===== src/rtl/pipe_sequencer_pkg.sv =====
// Shared types and defaults for the pipeline run controller.
// State encoding plus default sizing used by pipe_sequencer and its bench.
package pipe_ctrl_pkg;

    typedef enum logic [2:0] {
        ST_IDLE   = 3'd0,
        ST_RUN    = 3'd1,
        ST_STEP   = 3'd2,
        ST_DRAIN  = 3'd3,
        ST_HALTED = 3'd4
    } state_t;

    localparam int W_DEF            = 5;
    localparam int DRAIN_CYCLES_DEF = 3;
    localparam int CNT_B_DEF        = 32;

    localparam logic [4:0] ENA_NONE  = 5'b00000;
    localparam logic [4:0] ENA_ALL   = 5'b11111;
    localparam logic [4:0] ENA_STALL = 5'b00111;

endpackage


===== src/rtl/pipe_sequencer_if.sv =====
// Control bundle between the debug/control side and the run controller.
// Enable order in vectors is {pc, if_id, id_ex, ex_mem, mem_wb}.
interface pipe_sequencer_if #(
    parameter int W     = 5,
    parameter int CNT_B = 32
);
    logic             start;
    logic             mode_step;
    logic             step;
    logic             halt_dec;
    logic             id_ex_MemRead;
    logic [W-1:0]     id_ex_rt;
    logic [W-1:0]     if_id_rs;
    logic [W-1:0]     if_id_rt;
    logic             ena_pc;
    logic             ena_if_id;
    logic             ena_id_ex;
    logic             ena_ex_mem;
    logic             ena_mem_wb;
    logic             bubble_id_ex;
    logic             running;
    logic             halted;
    logic [CNT_B-1:0] cycle_count;

    modport master (
        output start, mode_step, step, halt_dec,
        output id_ex_MemRead, id_ex_rt, if_id_rs, if_id_rt,
        input  ena_pc, ena_if_id, ena_id_ex, ena_ex_mem, ena_mem_wb,
        input  bubble_id_ex, running, halted, cycle_count
    );

    modport slave (
        input  start, mode_step, step, halt_dec,
        input  id_ex_MemRead, id_ex_rt, if_id_rs, if_id_rt,
        output ena_pc, ena_if_id, ena_id_ex, ena_ex_mem, ena_mem_wb,
        output bubble_id_ex, running, halted, cycle_count
    );

endinterface


===== src/rtl/pipe_sequencer_step_edge_det.sv =====
// Rising-edge detector for the debug step request.
// Registers step every cycle; o_rise is high for one cycle per 0->1 edge.
module step_edge_det (
    input  logic i_clk,
    input  logic i_reset,
    input  logic i_step,
    output logic o_rise
);

    logic r_step_q;

    always_ff @(posedge i_clk) begin
        if (i_reset) begin
            r_step_q <= 1'b0;
        end else begin
            r_step_q <= i_step;
        end
    end

    assign o_rise = i_step & ~r_step_q;

endmodule


===== src/rtl/pipe_sequencer.sv =====
// Pipeline run controller: run/step/drain/halt plus load-use stall.
// Optional advance counter enabled by defining PIPE_SEQ_CYCLE_COUNT_EN.
module pipe_sequencer
    import pipe_ctrl_pkg::*;
#(
    parameter int W            = W_DEF,
    parameter int DRAIN_CYCLES = DRAIN_CYCLES_DEF,
    parameter int CNT_B        = CNT_B_DEF
) (
    input  logic             clk,
    input  logic             reset,
    pipe_sequencer_if.slave  bus
);

    localparam int DCW = $clog2(DRAIN_CYCLES + 1);

    state_t         r_state;
    state_t         w_next;
    logic [DCW-1:0] r_drain_cnt;
    logic           w_step_rise;
    logic           w_hazard;
    logic           w_adv;
    logic           w_front;
    logic           w_take_halt;
    logic [4:0]     w_ena;

    step_edge_det u_step_edge (
        .i_clk   (clk),
        .i_reset (reset),
        .i_step  (bus.step),
        .o_rise  (w_step_rise)
    );

    assign w_hazard = bus.id_ex_MemRead
                    & (bus.id_ex_rt != '0)
                    & ((bus.id_ex_rt == bus.if_id_rs)
                     | (bus.id_ex_rt == bus.if_id_rt));

    assign w_adv = (r_state == ST_RUN)
                 | ((r_state == ST_STEP) & w_step_rise)
                 | (r_state == ST_DRAIN);

    // Front-end advance: an instruction in IF/ID may be decoded this cycle
    assign w_front = w_adv
                   & ((r_state == ST_RUN) | (r_state == ST_STEP));

    assign w_take_halt = w_front & bus.halt_dec & ~w_hazard;

    always_ff @(posedge clk) begin
        if (reset) begin
            r_state <= ST_IDLE;
        end else begin
            r_state <= w_next;
        end
    end

    always_ff @(posedge clk) begin
        if (reset) begin
            r_drain_cnt <= '0;
        end else if (w_take_halt) begin
            r_drain_cnt <= DCW'(DRAIN_CYCLES);
        end else if ((r_state == ST_DRAIN) && (r_drain_cnt != '0)) begin
            r_drain_cnt <= r_drain_cnt - 1'b1;
        end
    end

    always_comb begin
        w_next = r_state;
        unique case (r_state)
            ST_IDLE: begin
                if (bus.start) begin
                    w_next = bus.mode_step ? ST_STEP : ST_RUN;
                end
            end
            ST_RUN, ST_STEP: begin
                if (w_take_halt) begin
                    w_next = ST_DRAIN;
                end
            end
            ST_DRAIN: begin
                if (r_drain_cnt <= DCW'(1)) begin
                    w_next = ST_HALTED;
                end
            end
            ST_HALTED: w_next = ST_HALTED;
            default:   w_next = ST_IDLE;
        endcase
    end

    always_comb begin
        w_ena            = ENA_NONE;
        bus.bubble_id_ex = 1'b0;
        bus.running      = 1'b0;
        bus.halted       = 1'b0;
        unique case (r_state)
            ST_IDLE: ;
            ST_RUN, ST_STEP: begin
                bus.running = 1'b1;
                if (w_front) begin
                    // Hazard and halt both freeze the front and inject a bubble
                    if (w_hazard || bus.halt_dec) begin
                        w_ena            = ENA_STALL;
                        bus.bubble_id_ex = 1'b1;
                    end else begin
                        w_ena = ENA_ALL;
                    end
                end
            end
            ST_DRAIN: begin
                bus.running      = 1'b1;
                w_ena            = ENA_STALL;
                bus.bubble_id_ex = 1'b1;
            end
            ST_HALTED: bus.halted = 1'b1;
            default: ;
        endcase
    end

    assign bus.ena_pc     = w_ena[4];
    assign bus.ena_if_id  = w_ena[3];
    assign bus.ena_id_ex  = w_ena[2];
    assign bus.ena_ex_mem = w_ena[1];
    assign bus.ena_mem_wb = w_ena[0];

`ifdef PIPE_SEQ_CYCLE_COUNT_EN
    logic [CNT_B-1:0] r_cycle_count;

    always_ff @(posedge clk) begin
        if (reset) begin
            r_cycle_count <= '0;
        end else if (w_adv && (r_cycle_count != '1)) begin
            r_cycle_count <= r_cycle_count + 1'b1;
        end
    end

    assign bus.cycle_count = r_cycle_count;
`else
    assign bus.cycle_count = '0;
`endif

endmodule


===== src/flat_wrapper.sv =====
// flat-port wrapper written by rule: the top's interface ports become plain ports
module pipe_sequencer_flat import pipe_ctrl_pkg::*;
#(
    parameter int W            = W_DEF,
    parameter int DRAIN_CYCLES = DRAIN_CYCLES_DEF,
    parameter int CNT_B        = CNT_B_DEF
)
  (clk, reset, bus_start, bus_mode_step, bus_step, bus_halt_dec, bus_id_ex_MemRead, bus_id_ex_rt, bus_if_id_rs, bus_if_id_rt, bus_ena_pc, bus_ena_if_id, bus_ena_id_ex, bus_ena_ex_mem, bus_ena_mem_wb, bus_bubble_id_ex, bus_running, bus_halted, bus_cycle_count);
  pipe_sequencer_if #(.W(W), .CNT_B(CNT_B)) bus_i ();
  input  logic clk;
  input  logic reset;
  input wire logic [$bits(bus_i.start)-1:0] bus_start;
  input wire logic [$bits(bus_i.mode_step)-1:0] bus_mode_step;
  input wire logic [$bits(bus_i.step)-1:0] bus_step;
  input wire logic [$bits(bus_i.halt_dec)-1:0] bus_halt_dec;
  input wire logic [$bits(bus_i.id_ex_MemRead)-1:0] bus_id_ex_MemRead;
  input wire logic [$bits(bus_i.id_ex_rt)-1:0] bus_id_ex_rt;
  input wire logic [$bits(bus_i.if_id_rs)-1:0] bus_if_id_rs;
  input wire logic [$bits(bus_i.if_id_rt)-1:0] bus_if_id_rt;
  output wire logic [$bits(bus_i.ena_pc)-1:0] bus_ena_pc;
  output wire logic [$bits(bus_i.ena_if_id)-1:0] bus_ena_if_id;
  output wire logic [$bits(bus_i.ena_id_ex)-1:0] bus_ena_id_ex;
  output wire logic [$bits(bus_i.ena_ex_mem)-1:0] bus_ena_ex_mem;
  output wire logic [$bits(bus_i.ena_mem_wb)-1:0] bus_ena_mem_wb;
  output wire logic [$bits(bus_i.bubble_id_ex)-1:0] bus_bubble_id_ex;
  output wire logic [$bits(bus_i.running)-1:0] bus_running;
  output wire logic [$bits(bus_i.halted)-1:0] bus_halted;
  output wire logic [$bits(bus_i.cycle_count)-1:0] bus_cycle_count;
  assign bus_i.start = bus_start;
  assign bus_i.mode_step = bus_mode_step;
  assign bus_i.step = bus_step;
  assign bus_i.halt_dec = bus_halt_dec;
  assign bus_i.id_ex_MemRead = bus_id_ex_MemRead;
  assign bus_i.id_ex_rt = bus_id_ex_rt;
  assign bus_i.if_id_rs = bus_if_id_rs;
  assign bus_i.if_id_rt = bus_if_id_rt;
  assign bus_ena_pc = bus_i.ena_pc;
  assign bus_ena_if_id = bus_i.ena_if_id;
  assign bus_ena_id_ex = bus_i.ena_id_ex;
  assign bus_ena_ex_mem = bus_i.ena_ex_mem;
  assign bus_ena_mem_wb = bus_i.ena_mem_wb;
  assign bus_bubble_id_ex = bus_i.bubble_id_ex;
  assign bus_running = bus_i.running;
  assign bus_halted = bus_i.halted;
  assign bus_cycle_count = bus_i.cycle_count;
  pipe_sequencer #(.W(W), .DRAIN_CYCLES(DRAIN_CYCLES), .CNT_B(CNT_B)) u_core (.clk(clk), .reset(reset), .bus(bus_i));
endmodule

===== config.mk =====
export PLATFORM = sky130hd
export DESIGN_NAME = pipe_sequencer_flat
export DESIGN_NICKNAME = d
export VERILOG_FILES = /design/src/rtl/pipe_sequencer_pkg.sv /design/src/rtl/pipe_sequencer_if.sv /design/src/rtl/pipe_sequencer_step_edge_det.sv /design/src/rtl/pipe_sequencer.sv /design/src/flat_wrapper.sv
export SDC_FILE = /design/constraint.sdc
export NUM_CORES = 1
export LEC_CHECK = 0
export CORE_ASPECT_RATIO = 0.75
export CORE_MARGIN = 5
export CORE_UTILIZATION = 30
export DETAILED_ROUTE_END_ITERATION = 16
export GPL_TIMING_DRIVEN = 0
export MAX_ROUTING_LAYER = met4
export PLACE_DENSITY_LB_ADDON = 0.12
export SYNTH_ARGS = -nofsm -noshare
export SYNTH_HDL_FRONTEND = slang
export SYNTH_SLANG_ARGS = --single-unit

===== constraint.sdc =====
create_clock -name clk -period 1.5 [get_ports clk]
set_input_delay 0.15 -clock clk [delete_from_list [all_inputs] [get_ports clk]]
set_output_delay 0.15 -clock clk [all_outputs]
set_load 0.03 [all_outputs]

==> reports/qor.txt <==
Data required time of the worst path -> 1.35 ns
Grt total ovfl -> 0
Peak VDD IR -> 0.367 mV
CTS Buffer Depth -> 2
Power per cell area -> 1000 nW/µm²
Ports -> 62
Vias -> 820
Dpl ws -> -1.06 ns
Register area share after synthesis -> 0.153
Post-Layout Inst Area -> 1400 µm²
Max Cap Viol -> 0
GRT Max-Usage Layer -> met2
Worst Skew -> 0.00260 ns
Status -> finished, violations left
Routed wire per std cell -> 10.9 µm
Fraction of layout cells with a size suffix above 1 -> 0.457
Area Growth Syn to Fin -> 78.2%
Nets -> 199
Hold Path Class -> primary input to flop
Setup-failing EPs final -> 3
CP max FO -> 4
Antenna Cells -> 0
Sw frac -> 0.481
Met1 Usage GRT -> 0.124
Starting Density -> 0.307
Leak pwr -> 0.720 nW
Hold Buf Count CTS -> 0
Initial antenna violation count -> 0
Final Slew Violations -> 0
Worst-skew pair later-pin latency -> 0.25 ns
Reg area -> 125 µm²
Yosys top cell area share -> 0.334
Synth warn -> 0
CTS root buffer -> clkbuf_4
TritonRoute pass-1 iters -> 4
Top post-synthesis cells by area -> buf_4 (33%), dfxtp_1 (15%), xor2_1 (6.7%)
Cell Area, Placed -> 1260 µm²
Top cell type by total area after synthesis -> buf_4
Core Box Area -> 2560 µm²
Clock group share of total power -> 0.108
Vias in the first global route -> 780
Worst EP arrival -> 1.47 ns
Routed WL -> 2270 µm
Hold_ws -> 0.499 ns
Clock transition at the registers of the reported paths -> 0.04 ns
Setup Crit Path Kind -> primary input to output pin
Port Buffers -> 29
Synth Instances -> 102
Largest net degree at the start of global routing -> 11
Seq pwr share -> 0.186
Final hold vios -> 0
#FFs+latches synth -> 6
CTS Buf Count -> 3
Antenna Nets Post-Route -> 0
Area occupied by multi-input gates -> 581 µm²
HPWL after DPL -> 1740 µm
Internal -> 0.000729 W
First-pass GRT wire length -> 3310 µm
CTS H-tree depth -> 1
P_sw -> 0.000675 W
Final period util -> 1.08
Drt drc -> 0
Setup ws final -> -0.121 ns
Die Y -> 54.4 µm
Via/cell ratio -> 3.92
Distinct cells, synth -> 29
CTS tree -> yes
RSZ-0062 raised after global routing -> true
Routability cong. -> 0.905
Rows -> 16
Fmax -> 617 MHz
Comb pwr share -> 0.706
Total GRT Usage -> 0.115
Synthesized area -> 787 µm²
Die X -> 69.1 µm
Clock sink count -> 6
Worst setup SP type -> primary input
Syn Area/Cell -> 7.72 µm²
Grt met2 use -> 0.188
Failing checks -> setup timing
Critical path capture point type -> output pin
Fin util -> 0.547
Fillcell total -> 256
Met3 Usage GRT -> 0.0514
Die ar. -> 3760 µm²
Period minus WS final -> 1.62 ns
Number of DRC markers in iteration 0 -> 47
-- synth_stat cells --
| library cell | n |
|---|---|
| inv_2 | 1 |
| a311oi_1 | 1 |
| xnor2_1 | 5 |
| a21oi_2 | 1 |
| nand3_1 | 1 |
| ha_1 | 2 |
| o21ai_0 | 5 |
| nor2_1 | 4 |
| and2_1 | 1 |
| o21ai_2 | 1 |
| o41ai_1 | 2 |
| or4_4 | 1 |
| a311o_1 | 1 |
| o32ai_1 | 2 |
| conb_1 | 1 |
| xor2_1 | 6 |
| nand2_1 | 2 |
| mux2i_1 | 1 |
| o31a_1 | 1 |
| clkbuf_1 | 2 |
| nor2b_1 | 1 |
| nand3b_1 | 1 |
| buf_4 | 35 |
| nand2b_1 | 3 |
| dfxtp_1 | 6 |
| inv_1 | 4 |
| nand3_2 | 1 |
| nor3_1 | 4 |
| a21oi_1 | 6 |
-- per-stage QoR --
stage                     std cells  TNS [ns]  power, W
final                           209    -0.350   0.00140
after global routing            209    -0.477   0.00149
after CTS                       209    -0.520   0.00138
after detailed placement        198     -6.02   0.00114
after global placement          198     -5.70   0.00113
after floorplan                 133   -0.0811  0.000871
-- kinds of logic (layout without fill, tap and decap cells) --
kind of cell	count (synthesis)	in the layout	synth area share
xor gates and xnor gates	11	11	0.122
DFF	6	6	0.153
AOI/OAI and AO/OA	20	20	0.172
muxes	1	1	0.0127
adders and majority gates	2	2	0.0318
buffers and inverters	42	82	0.367
other	1	32	0.00476
and+or+nand+nor	19	19	0.137
-- power by group through the flow --
stage          Sequential, W  Clock, W  Combinational [W]
6_report            0.000261  0.000151           0.000991
5_1_grt             0.000267  0.000167            0.00105
4_1_cts             0.000247  0.000156           0.000979
3_5_place_dp        0.000236         0           0.000907
3_3_place_gp        0.000233         0           0.000895
2_1_floorplan       0.000227         0           0.000643
-- cell usage in the layout, fill, tap and decap left out, drive strengths merged, types with 2 or more instances in the layout --
cell type,instances
a21oi,7
buf,54
clkbuf,4
clkdlybuf4s50,8
conb,32
dfxtp,6
dlygate4sd2,8
dlymetal6s2s,2
ha,2
inv,5
nand2,2
nand2b,3
nand3,2
nor2,4
nor3,4
o21ai,6
o32ai,2
o41ai,2
xnor2,5
xor2,6
-- state kept, by name (all words and copies together), names as in the netlist --
signal and flops:
u_core.u_step_edge.r_step_q 1, u_core.r_drain_cnt 2, u_core.r_state 3
-- timing repair --
action                     4_1_cts  5_1_grt
gates resized for setup         74       11
setup endpoints to repair       12       11
buffers inserted                 9        1
pin swaps                       13        9
cloned                           0        0
-- final cells by class --
| cell class | count | share of cell area |
|---|---|---|
| Multi-Input combinational cell | 85 | 0.414 |
| Timing Repair Buffer | 39 | 0.245 |
| Buffer | 35 | 0.190 |
| Sequential cell | 6 | 0.0892 |
| Tap cell | 36 | 0.0321 |
| Clock buffer | 3 | 0.0161 |
| Inverter | 5 | 0.0134 |
-- path summary, 6_finish.rpt --
kind	from	endpoint	slack, ns	cells past startpoint
hold / removal	bus_step	u_core.u_step_edge.r_step_q$_SDFF_PP0_	0.50	2
setup reg to reg	u_core.r_drain_cnt[1]$_SDFFE_PP0P_	u_core.r_state[0]$_SDFFE_PP0P_	0.04	5
setup / recovery	bus_id_ex_rt[4]	bus_bubble_id_ex	-0.12	6
hold reg to reg	u_core.r_state[0]$_SDFFE_PP0P_	u_core.r_state[0]$_SDFFE_PP0P_	0.62	2
-- layer usage --
layer	wire (µm)	share of wire
met1	986	0.43
met2	1060	0.47
met3	168	0.074
met4	59	0.026
met5	0	0
-- worst max-delay path: stages --
cell and delay, ns:
buf_8 0.10, or4_4 0.55, o21ai_4 0.17, a21oi_4 0.06, o31a_1 0.30, buf_6 0.14
No activity file was read; power rests on OpenSTA's default activity.
